File: config.mk
export PLATFORM = sky130hd
export DESIGN_NAME = time_field_encoder_flat
export DESIGN_NICKNAME = d
export VERILOG_FILES = /design/src/rtl/time_field_encoder_if.sv /design/src/rtl/time_field_encoder.sv /design/src/flat_wrapper.sv
export SDC_FILE = /design/constraint.sdc
export NUM_CORES = 1
export LEC_CHECK = 0
export ABC_AREA = 1
export CAP_MARGIN = 40
export CORE_MARGIN = 1
export CORE_UTILIZATION = 57
export CTS_CLUSTER_SIZE = 28
export DETAILED_ROUTE_END_ITERATION = 16
export PLACE_DENSITY_LB_ADDON = 0.1
export SETUP_SLACK_MARGIN = 0.4
export SLEW_MARGIN = 20
export SYNTH_ARGS = -nofsm -noshare
export SYNTH_HDL_FRONTEND = slang
export SYNTH_SLANG_ARGS = --single-unit
File: constraint.sdc
create_clock -name clk -period 3.7 [get_ports clk]
set_clock_uncertainty 0.2 [all_clocks]
set_input_delay 0.74 -clock clk [delete_from_list [all_inputs] [get_ports clk]]
set_output_delay 0.74 -clock clk [all_outputs]
set_load 0.03 [all_outputs]
File: src/rtl/time_field_encoder_if.sv
// Handshake and field bundle between a time-entry source and the encoder.
// The master drives start and the fields; the slave returns status and the result.
interface time_field_encoder_if #(
   parameter int FIELD_W = 10,
   parameter int TIME_W  = 19
);
   logic               start;
   logic [FIELD_W-1:0] minutes;
   logic [FIELD_W-1:0] seconds;
   logic [FIELD_W-1:0] hundreth_sec;
   logic               busy;
   logic               done;
   logic               error;
   logic [TIME_W-1:0]  binary_time;

   modport master (
      output start, minutes, seconds, hundreth_sec,
      input  busy, done, error, binary_time
   );

   modport slave (
      input  start, minutes, seconds, hundreth_sec,
      output busy, done, error, binary_time
   );
endinterface

File: src/rtl/time_field_encoder.sv
// Range-checks a min:sec.hund entry and converts it to hundredths of a second
// with a bit-serial shift-add (2*FIELD_W+2 edges for valid input, 1 edge for an error).
module time_field_encoder #(
   parameter int FIELD_W = 10,
   parameter int TIME_W  = 19
) (
   input  logic                clk,
   input  logic                reset,
   time_field_encoder_if.slave bus
);
   localparam int ACC_W = TIME_W + FIELD_W;
   localparam int CNT_W = (FIELD_W > 1) ? $clog2(FIELD_W) : 1;

   typedef enum logic [2:0] {IDLE, CHECK, MUL_MIN, MUL_SEC, ADD} state_t;

   state_t             state;
   logic [FIELD_W-1:0] min_r;
   logic [FIELD_W-1:0] sec_r;
   logic [FIELD_W-1:0] hund_r;
   logic [ACC_W-1:0]   acc;
   logic [CNT_W-1:0]   cnt;
   logic               busy_q;
   logic               done_q;
   logic               error_q;
   logic [TIME_W-1:0]  time_q;

   logic               last_bit;
   logic               range_bad;
   logic [ACC_W-1:0]   min_term;
   logic [ACC_W-1:0]   sec_term;

   assign last_bit  = (cnt == CNT_W'(FIELD_W - 1));
   assign range_bad = (min_r > FIELD_W'(59)) || (sec_r > FIELD_W'(59)) ||
                      (hund_r > FIELD_W'(99));
   assign min_term  = ACC_W'(6000) << cnt;
   assign sec_term  = ACC_W'(100) << cnt;

   assign bus.busy        = busy_q;
   assign bus.done        = done_q;
   assign bus.error       = error_q;
   assign bus.binary_time = time_q;

   always_ff @(posedge clk) begin
      if (!reset) begin
         state   <= IDLE;
         min_r   <= '0;
         sec_r   <= '0;
         hund_r  <= '0;
         acc     <= '0;
         cnt     <= '0;
         busy_q  <= 1'b0;
         done_q  <= 1'b0;
         error_q <= 1'b0;
         time_q  <= '0;
      end else begin
         done_q <= 1'b0;
         case (state)
            IDLE: begin
               if (bus.start) begin
                  min_r   <= bus.minutes;
                  sec_r   <= bus.seconds;
                  hund_r  <= bus.hundreth_sec;
                  acc     <= '0;
                  cnt     <= '0;
                  error_q <= 1'b0;
                  time_q  <= '0;
                  busy_q  <= 1'b1;
                  state   <= CHECK;
               end
            end
            CHECK: begin
               if (range_bad) begin
                  done_q  <= 1'b1;
                  error_q <= 1'b1;
                  busy_q  <= 1'b0;
                  state   <= IDLE;
               end else begin
                  cnt   <= '0;
                  state <= MUL_MIN;
               end
            end
            MUL_MIN: begin
               if (min_r[cnt]) acc <= acc + min_term;
               if (last_bit) begin
                  cnt   <= '0;
                  state <= MUL_SEC;
               end else begin
                  cnt <= cnt + CNT_W'(1);
               end
            end
            MUL_SEC: begin
               if (sec_r[cnt]) acc <= acc + sec_term;
               if (last_bit) begin
                  cnt   <= '0;
                  state <= ADD;
               end else begin
                  cnt <= cnt + CNT_W'(1);
               end
            end
            ADD: begin
               // Range check bounds the sum well inside TIME_W, so truncation is lossless.
               time_q  <= TIME_W'(acc + ACC_W'(hund_r));
               done_q  <= 1'b1;
               error_q <= 1'b0;
               busy_q  <= 1'b0;
               state   <= IDLE;
            end
            default: begin
               busy_q <= 1'b0;
               state  <= IDLE;
            end
         endcase
      end
   end
endmodule

File: src/flat_wrapper.sv
// flat-port wrapper written by rule: the top's interface ports become plain ports
module time_field_encoder_flat 
#(
   parameter int FIELD_W = 10,
   parameter int TIME_W  = 19
)
  (clk, reset, bus_start, bus_minutes, bus_seconds, bus_hundreth_sec, bus_busy, bus_done, bus_error, bus_binary_time);
  time_field_encoder_if #(.FIELD_W(FIELD_W), .TIME_W(TIME_W)) bus_i ();
  input  logic clk;
  input  logic reset;
  input wire logic [$bits(bus_i.start)-1:0] bus_start;
  input wire logic [$bits(bus_i.minutes)-1:0] bus_minutes;
  input wire logic [$bits(bus_i.seconds)-1:0] bus_seconds;
  input wire logic [$bits(bus_i.hundreth_sec)-1:0] bus_hundreth_sec;
  output wire logic [$bits(bus_i.busy)-1:0] bus_busy;
  output wire logic [$bits(bus_i.done)-1:0] bus_done;
  output wire logic [$bits(bus_i.error)-1:0] bus_error;
  output wire logic [$bits(bus_i.binary_time)-1:0] bus_binary_time;
  assign bus_i.start = bus_start;
  assign bus_i.minutes = bus_minutes;
  assign bus_i.seconds = bus_seconds;
  assign bus_i.hundreth_sec = bus_hundreth_sec;
  assign bus_busy = bus_i.busy;
  assign bus_done = bus_i.done;
  assign bus_error = bus_i.error;
  assign bus_binary_time = bus_i.binary_time;
  time_field_encoder #(.FIELD_W(FIELD_W), .TIME_W(TIME_W)) u_core (.clk(clk), .reset(reset), .bus(bus_i));
endmodule
# Word level (Yosys, flattened, before mapping)
# Index checks and enable logic that the tools add are counted.
dict set report op_classes {
  add_sub_neg 4
  magnitude_cmp 4
  eq_ne 12
  shifts 2
  mux 27
  n_bitwise 1
  reduce_logical 15
}
# op count
set op_table {}
lappend op_table {{2-to-1 mux 29 bit} 3}
lappend op_table {{case mux 29 bit (3 select lines)} 1}
lappend op_table {{adder 29 bit} 2}
lappend op_table {{case mux 19 bit (2 select lines)} 1}
lappend op_table {{left shift 13 x 4 -> 29 bit (first input constant)} 1}
lappend op_table {{left shift 7 x 4 -> 29 bit (first input constant)} 1}
lappend op_table {{greater-than comparator 10 x 6 -> 1 bit (second input constant)} 2}
lappend op_table {{adder 19 x 10 -> 19 bit} 1}
lappend op_table {{2-to-1 mux 19 bit} 1}
lappend op_table {{2-to-1 mux 4 bit} 3}
lappend op_table {{case mux 3 bit (4 select lines)} 1}
lappend op_table {{case mux 4 bit (3 select lines)} 1}
lappend op_table {{AND reduction 3 bit} 4}
lappend op_table {{greater-than comparator 10 x 7 -> 1 bit (second input constant)} 1}
lappend op_table {{!= test 2 x 1 -> 1 bit (second input constant)} 5}
lappend op_table {{2-to-1 mux 3 bit} 3}
lappend op_table {{nonzero test 3 bit} 3}
lappend op_table {{binary-select mux 1 bit (select 4 bit)} 2}
lappend op_table {{2-to-1 mux 1 bit} 7}
lappend op_table {{equality test 3 x 2 -> 1 bit (second input constant)} 2}
lappend op_table {{case mux 1 bit (3 select lines)} 2}
lappend op_table {{less-than comparator 4 x 5 -> 1 bit (second input constant)} 1}
lappend op_table {{adder 4 x 1 -> 4 bit (second input constant)} 1}
lappend op_table {{equality test 4 bit (second input constant)} 1}
lappend op_table {{12 further kinds} 15}
dict set report totals {
  regBits 88
}

# Longest topological paths before layout
# Gate-level depths: netlist of run 1.
dict set report logic_depth {
  word_depth 5
  mapped_depth 22
  ltp_nobuf 21
}

# Least setup slack after synthesis of run 1
# Ideal clock, no wire load.
dict set report synth_path {
  kind {reg2reg}
  startpoint {register u_core.state[2]}
  endpoint {register u_core.acc[14]}
  setup_time_ps 70
  arrival_ps 2466
  required_ps 3430
  slack_ps 964
  stages_incl_launch_ff 21
  period_less_slack_ps 2736
  path_cell_list {dfxtp_1 > inv_2 > nand3_1 > nor2_1 > inv_1 > nor2_1 > inv_1 > nor2_1 > inv_1 > fa_1 > inv_1 > nand3_1 > nand2_1 > nand2_1 > nand2_1 > nand2_1 > nand3b_1 > nand2_1 > nor2_1 > nand2_1 > a21oi_1}
}
dict set report synth_between {
  elab_chain_len 3
}
# item line
set synth_rtl {}
lappend synth_rtl {{start, declared} time_field_encoder.sv:16} ;# state_t state;
lappend synth_rtl {{start signal, assigned} time_field_encoder.sv:45} ;# state <= IDLE;
lappend synth_rtl {{start signal, assigned} time_field_encoder.sv:68} ;# state <= CHECK;
lappend synth_rtl {{start signal, assigned} time_field_encoder.sv:76} ;# state <= IDLE;
lappend synth_rtl {{equality test 3 x 2 -> 1 bit / zero test 3 bit (equally long branches)} time_field_encoder.sv:57} ;# case (state)
lappend synth_rtl {{!= test 2 x 1 -> 1 bit (no line), or another cell as far along} -}
lappend synth_rtl {{AND reduction 4 bit (no line)} -}
lappend synth_rtl {{end signal, assigned} time_field_encoder.sv:83} ;# if (min_r[cnt]) acc <= acc + min_term;
lappend synth_rtl {{end signal, assigned} time_field_encoder.sv:92} ;# if (sec_r[cnt]) acc <= acc + sec_term;
lappend synth_rtl {{end, declared} time_field_encoder.sv:20} ;# logic [ACC_W-1:0] acc;
# Several ways; a longest one is shown, not always the timed one.
# A chain may end at the register's enable or synchronous reset.

# Final worst setup path of run 1
dict set report layout_path {
  startpoint {register u_core.state[1]}
  endpoint {register u_core.acc[18]}
}
# Same word-level chain as after synthesis.

==> results.sh, run 1 <==
export IMPL_outcome="finished, final reports clean"
export IMPL_whs_ps=251
export IMPL_cp_end_kind="register"
export IMPL_insertion_delay_ps=350
export IMPL_die_x_um=94.7
export IMPL_tns_ps=0
export IMPL_timing_max_transition_violations_final=0
export IMPL_worstMarginPinSlew_ps=475
export IMPL_r2r_start="u_core.state[1]"
export IMPL_die_h_um=94.7
export IMPL_crit_arrival_ps=3170
export IMPL_grt_pass1_vias=4724
export IMPL_synthCells=779
export IMPL_crit_end="u_core.acc[18]"
export IMPL_crit_path_start_kind="register"
export IMPL_wirelength_um=12900
export IMPL_grt_max_degree=55
export IMPL_cts_buffers=9
export IMPL_root_buffer="clkbuf_8"
export IMPL_p_leak_uw=0.00257
export IMPL_ant_nets=0
export IMPL_synth_fp_nets=839
export IMPL_rrSetupSlack_ps=610
export IMPL_fin_crit_sh_pct=83.6
export IMPL_port_buffers=54
export IMPL_synthArstFlopShare_pct=0
export IMPL_finalSetupViolCount=0
export IMPL_core_area_sq_mm=0.00826
export IMPL_synth_edf_count=0
export IMPL_multiInputGateArea_sq_mm=0.00294
export IMPL_netlist_top_cells_count="nand2_1 (232), a21oi_1 (100), inv_1 (85)"
export IMPL_hold_class="register to register"
export IMPL_yosys_top_cells_area="dfxtp_1 (31%), nand2_1 (18%), a21oi_1 (10%)"
export IMPL_place_congestion=1.01
export IMPL_syn_to_final_growth_pct=17.7
export IMPL_synth_seq_cells=76
export IMPL_vias=5166
export IMPL_dp_cells=919
export IMPL_fin_cells=937
export IMPL_placed_cell_area_sq_mm=0.00549
export IMPL_crit_start="u_core.state[1]"
export IMPL_grt_pass1_wl_um=21100
export IMPL_hpwl_um=10000
export IMPL_antenna_found_initial=0
export IMPL_num_rows=33
export IMPL_track_usage_pct=30.2
export IMPL_ys_warnings_count=0
export IMPL_antenna_cells=0
export IMPL_synth_cell_type_count=36
export IMPL_synth_seq_area_share_pct=31.1
export IMPL_required_ps=3780
export IMPL_die_area_sq_mm=0.00897
export IMPL_rr_worst_depth=20
export IMPL_min_delay_start="u_core.sec_r[1]"
export IMPL_slew_headroom_pct=68.2
export IMPL_fmax_mhz=323
export IMPL_yosysMostFrequentCell="nand2_1"
export IMPL_initial_core_util_pct=59.3
export IMPL_viasPerCell=5.51
export IMPL_critPathKind="register to register"
export IMPL_peakVddDrop_mv=0.225
export IMPL_timing_max_cap_violations=0
export IMPL_cts_max_level=3
export IMPL_wl_per_cell_um=13.8
export IMPL_final_area_sq_mm=0.00577
export IMPL_ioPinCount=55
export IMPL_netlist_area_sq_mm=0.00490
export IMPL_drt_first_pass_iters=7
export IMPL_cts_tree="yes"
export IMPL_min_period_ps=3090
export IMPL_nets=888
export IMPL_clockBufferDepth=2
export IMPL_final_seq_area_sq_mm=0.00153
export IMPL_rsz0062_at_grt="true"
export IMPL_hold_viol=0
export IMPL_synth_largest_area_cell="dfxtp_1"
export IMPL_drtIter0Drc=219
export IMPL_synth_area_per_cell_sq_um=6.29
export IMPL_grt_ovfl_total=0
export IMPL_critPathMaxFanout=6
export IMPL_clk_pin_slew_ps=80
export IMPL_r2r_end="u_core.acc[18]"
export IMPL_cts_sinks=76
export IMPL_final_layout_size_suffix_gt1_share_pct=6.73
export IMPL_fillers=735
export IMPL_powerDensity_mw_per_mm2=358
export IMPL_yosysTopAreaCellShare_pct=31.1
export IMPL_ys_flop_type="dfxtp_1"
export IMPL_drc_errors=0
==> stage by stage <==
stage                     utilization, %  setup WS, ps  total power (uW)
after global placement              66.5           470              1400
after CTS                           69.1           444              2070
final                               69.8           606              2070
after detailed placement            66.5           334              1410
after global routing                69.8           370              2170
after floorplan                        -           964              1280
==> per-layer routing <==
metal  vias to the layer above  GRT usage, %  share of wire (%)
met2                       147          52.9                 50
li1                       2649             -                  -
met1                      2330          36.1                 43
met4                         0          13.9                3.3
met3                        40          4.43                4.0
met5                         -             0                  0
==> worst max-delay path, cell delays in order (launching register included) <==
cell	delay, ps
dfxtp_2	410
nand2_1	80
nor2_2	180
nand2_1	140
inv_1	100
nand2_1	70
nor2_1	100
ha_1	170
inv_1	70
fa_1	380
inv_1	110
nand3_1	90
nand2_1	140
nand2_1	90
nand2_2	100
nand2_1	50
nand2_1	130
nand3_1	90
nand2_1	70
nand3_1	80
a21oi_2	150
==> layout make-up <==
| cell class | count | share of cell area [%] |
|---|---|---|
| Inverter | 93 | 6.05 |
| Tap cell | 105 | 2.28 |
| Sequential cell | 76 | 26.5 |
| Timing Repair Buffer | 64 | 10.7 |
| Clock buffer | 12 | 2.69 |
| Multi-Input combinational cell | 584 | 51.0 |
| Clock inverter | 3 | 0.803 |
==> report_power, final <==
group,internal [uW],switching [uW]
Combinational,168,322
Sequential,876,41.5
Clock,347,311
==> cells in the final DEF, fill, tap and decap left out, drive strengths merged <==
| master | synthesis | layout |
|---|---|---|
| nand2 | 234 | 234 |
| a21oi | 101 | 101 |
| inv | 92 | 92 |
| dfxtp | 76 | 76 |
| nor2 | 67 | 67 |
| clkdlybuf4s50 | 0 | 54 |
| nand3 | 51 | 51 |
| o21ai | 45 | 45 |
| ha | 26 | 26 |
| nor3 | 14 | 14 |
| nand4 | 13 | 13 |
| clkbuf | 17 | 12 |
| buf | 9 | 10 |
| o22ai | 6 | 6 |
| nand3b | 4 | 4 |
| xor2 | 4 | 4 |
| o32ai | 3 | 3 |
| or2 | 3 | 3 |
| o21bai | 3 | 3 |
| xnor2 | 3 | 3 |
| a21o | 2 | 2 |
| clkinv | 1 | 2 |
| a31oi | 1 | 1 |
| a211o | 1 | 1 |
| o31ai | 1 | 1 |
| o2111ai | 1 | 1 |
| fa | 1 | 1 |
| bufinv | 0 | 1 |
| clkinvlp | 0 | 1 |
==> cell families (layout without fill, tap and decap cells) <==
kind of cell | Yosys count | after routing | share of synthesized area (%)
compound gates | 164 | 164 | 17.7
xor+xnor | 7 | 7 | 1.25
fa+ha+maj | 27 | 27 | 7.05
buf+inv | 119 | 172 | 9.76
flops | 76 | 76 | 31.1
simple gates | 386 | 386 | 33.2
==> registers in the layout, summed over array words and instances (netlist names) <==
| name | flops |
|---|---|
| u_core.bus.binary_time | 19 |
| u_core.acc | 17 |
| u_core.hund_r | 10 |
| u_core.min_r | 10 |
| u_core.sec_r | 10 |
| u_core.cnt | 4 |
| u_core.state | 3 |
| u_core.bus.busy | 1 |
| u_core.bus.done | 1 |
| u_core.bus.error | 1 |
==> repair_timing <==
| item | CTS | global route |
|---|---|---|
| hold buffers | 0 | 0 |
| gates resized for setup | 3 | 14 |
| hold endpoints to repair | 0 | 0 |
| pin swaps | 0 | 1 |
| buffers inserted | 0 | 3 |
| cloned | 0 | 0 |
| endpoints found under the setup margin | 2 | 9 |
==> worst min-delay path by stage <==
stage,to,slack (ps),depth (start not counted)
after global routing,u_core.min_r[1],280,2
final,u_core.sec_r[1],250,2
after detailed placement,u_core.sec_r[1],250,2
after floorplan,u_core.min_r[1],230,2
after global placement,u_core.sec_r[1],240,2
after CTS,u_core.sec_r[1],260,2
Power figures use the tool's default switching activity.
==> run 2: changes to the inputs <==
--- a/config.mk
+++ b/config.mk
@@ -8,7 +8,7 @@
 export ABC_AREA = 1
 export CAP_MARGIN = 40
 export CORE_MARGIN = 1
-export CORE_UTILIZATION = 57
+export CORE_UTILIZATION = 52
 export CTS_CLUSTER_SIZE = 28
 export DETAILED_ROUTE_END_ITERATION = 16
 export PLACE_DENSITY_LB_ADDON = 0.1
==> constraint.sdc (replaced) <==
create_clock -name clk -period 2.55 [get_ports clk]
set_clock_uncertainty 0.2 [all_clocks]
set_input_delay 0.51 -clock clk [delete_from_list [all_inputs] [get_ports clk]]
set_output_delay 0.51 -clock clk [all_outputs]
set_load 0.03 [all_outputs]
==> results.sh, run 2 (synthesis gave the netlist of run 1 again) <==
export IMPL_final_seq_area_sq_mm=0.00154
export IMPL_powerDensity_mw_per_mm2=466
export IMPL_cp_end_kind="register"
export IMPL_cp_depth=18
export IMPL_crit_path_max_incr_delay_ps=390
export IMPL_drt_first_pass_iters=5
export IMPL_r2r_end="u_core.acc[8]"
export IMPL_slew_headroom_pct=71.5
export IMPL_outcome="finished, violations left"
export IMPL_timing_max_cap_violations=0
export IMPL_ioPinCount=55
export IMPL_root_buffer="clkbuf_8"
export IMPL_cts_buffers=9
export IMPL_crit_path_start_kind="register"
export IMPL_cts_sinks=76
export IMPL_layout_commonest_cell="nand2_1"
export IMPL_fin_crit_sh_pct=107
export IMPL_final_cell_mix="nand2_1 (202), a21oi_1 (89), inv_1 (79)"
export IMPL_cp_slowest_cell="dfxtp_4"
export IMPL_rsz0062_at_grt="true"
export IMPL_multiInputGateArea_sq_mm=0.00339
export IMPL_min_period_ps=2720
export IMPL_critical_path_top_delay_family="simple AND/OR/NAND/NOR gates"
export IMPL_holdPathStages=2
export IMPL_critPathKind="register to register"
export IMPL_fin_cells=1015
export IMPL_grt_ovfl_total=0
export IMPL_violations="setup timing"
export IMPL_timing_max_transition_violations_final=0
export IMPL_insertion_delay_ps=370
export IMPL_worstMarginPinSlew_ps=427
export IMPL_cts_max_level=3
export IMPL_grt_pass1_wl_um=23400
export IMPL_dp_cells=979
export IMPL_r2r_start="u_core.state[0]"
export IMPL_wirelength_um=14700
export IMPL_die_x_um=99.1
export IMPL_hpwl_um=10700
export IMPL_crit_top_cell="nand2_4"
export IMPL_grt_pass1_vias=5261
export IMPL_crit_end="u_core.acc[8]"
export IMPL_vias=5515
export IMPL_ant_nets=0
export IMPL_tns_ps=-1290
export IMPL_cts_tree="yes"
export IMPL_crit_chain="nand2_4 -> nor2_4 -> nand2_2 -> inv_2 -> nand2_4 -> nor2_4 -> ha_4 -> inv_4 -> fa_2 -> inv_2 -> nand3_2 -> nand2_4 -> nand2_4 -> nand2_4 -> buf_6 -> xor2_2 -> nand3_1 -> a21oi_1"
export IMPL_num_rows=35
export IMPL_core_area_sq_mm=0.00920
export IMPL_wl_per_cell_um=14.5
export IMPL_hold_viol=0
export IMPL_crit_arrival_ps=2810
export IMPL_peakVddDrop_mv=0.377
export IMPL_clk_pin_slew_ps=100
export IMPL_finalSetupViolCount=12
export IMPL_crit_start="u_core.state[0]"
export IMPL_worst_slack_ps=-166
export IMPL_clockBufferDepth=2
export IMPL_required_ps=2640
export IMPL_die_h_um=99.1
export IMPL_hold_buffers=0
export IMPL_drtIter0Drc=246
export IMPL_antenna_found_initial=0
export IMPL_antenna_cells=0
export IMPL_track_usage_pct=30.0
export IMPL_grt_max_degree=55
export IMPL_syn_to_final_growth_pct=38.5
export IMPL_fillers=762
export IMPL_initial_core_util_pct=53.3
export IMPL_die_area_sq_mm=0.00981
export IMPL_drc_errors=0
export IMPL_hold_class="register to register"
export IMPL_p_leak_uw=0.00304
export IMPL_nets=959
export IMPL_place_congestion=0.950
export IMPL_rrSetupSlack_ps=-170
export IMPL_viasPerCell=5.43
export IMPL_largest_register_ff_count=19
export IMPL_critPathMaxFanout=5
export IMPL_fmax_mhz=368
export IMPL_final_layout_size_suffix_gt1_share_pct=23.3
export IMPL_port_buffers=54
export IMPL_path_buf_inv=4
export IMPL_rr_worst_depth=18
run 2: per-stage QoR:
step / hold WS (ps) / total power (uW) / area [sq um] / util, % / worst slack, ps
after detailed placement: 245 / 2150 / 6000 / 65.3 / -238
after CTS: 260 / 3100 / 6390 / 69.5 / -74.2
after global placement: 237 / 2120 / 6000 / 65.3 / -193
after global routing: 285 / 3330 / 6790 / 73.8 / -309
after floorplan: 229 / 1880 / 5000 / - / 37.2
final: 253 / 3160 / 6790 / 73.8 / -166
run 2: repair_timing:
item / 4_1_cts / 5_1_grt
gates resized for setup: 33 / 67
buffers inserted: 9 / 11
endpoints found under the setup margin: 18 / 24
pin swaps: 33 / 37
run 2: per-layer routing:
layer / track usage (%) / vias up / wire [um]
li1: - / 2792 / -
met1: 34.0 / 2540 / 6130
met2: 54.7 / 135 / 7500
met3: 4.26 / 48 / 516
met4: 15.2 / 0 / 545
met5: 0 / - / 0
run 2: where the power goes:
part | leakage, uW | switching, uW | total, uW | internal [uW]
combinational | 0.00232 | 546 | 924 | 378
sequential | 0.000623 | 62.5 | 1330 | 1270
clock | 0.0000938 | 533 | 904 | 371
run 2: worst min path at each step:
stage | startpoint | to | slack, ps
floorplan | u_core.min_r[1] | u_core.min_r[1] | 230
global placement | u_core.sec_r[1] | u_core.sec_r[1] | 240
detailed placement | u_core.sec_r[1] | u_core.sec_r[1] | 240
CTS | u_core.sec_r[1] | u_core.sec_r[1] | 260
global route | u_core.hund_r[0] | u_core.hund_r[0] | 290
finish | u_core.sec_r[1] | u_core.sec_r[1] | 250
run 2: worst reg2reg max path, delay by kind of cell (launching register included):
family,cells,cell delay (ps)
AND/OR/NAND/NOR,10,920
buffers and inverters,4,310
adder cells (fa/ha/maj),2,550
AO/OA/AOI/OAI,1,150
flip-flops,1,390
XOR/XNOR,1,130
run 2: cell type report:
cell class	instances	area share, %
Clock buffer	9	1.83
Inverter	93	5.18
Sequential cell	76	22.7
Tap cell	111	2.05
Clock inverter	7	0.848
Multi-Input combinational cell	584	49.9
Timing Repair Buffer	135	17.5
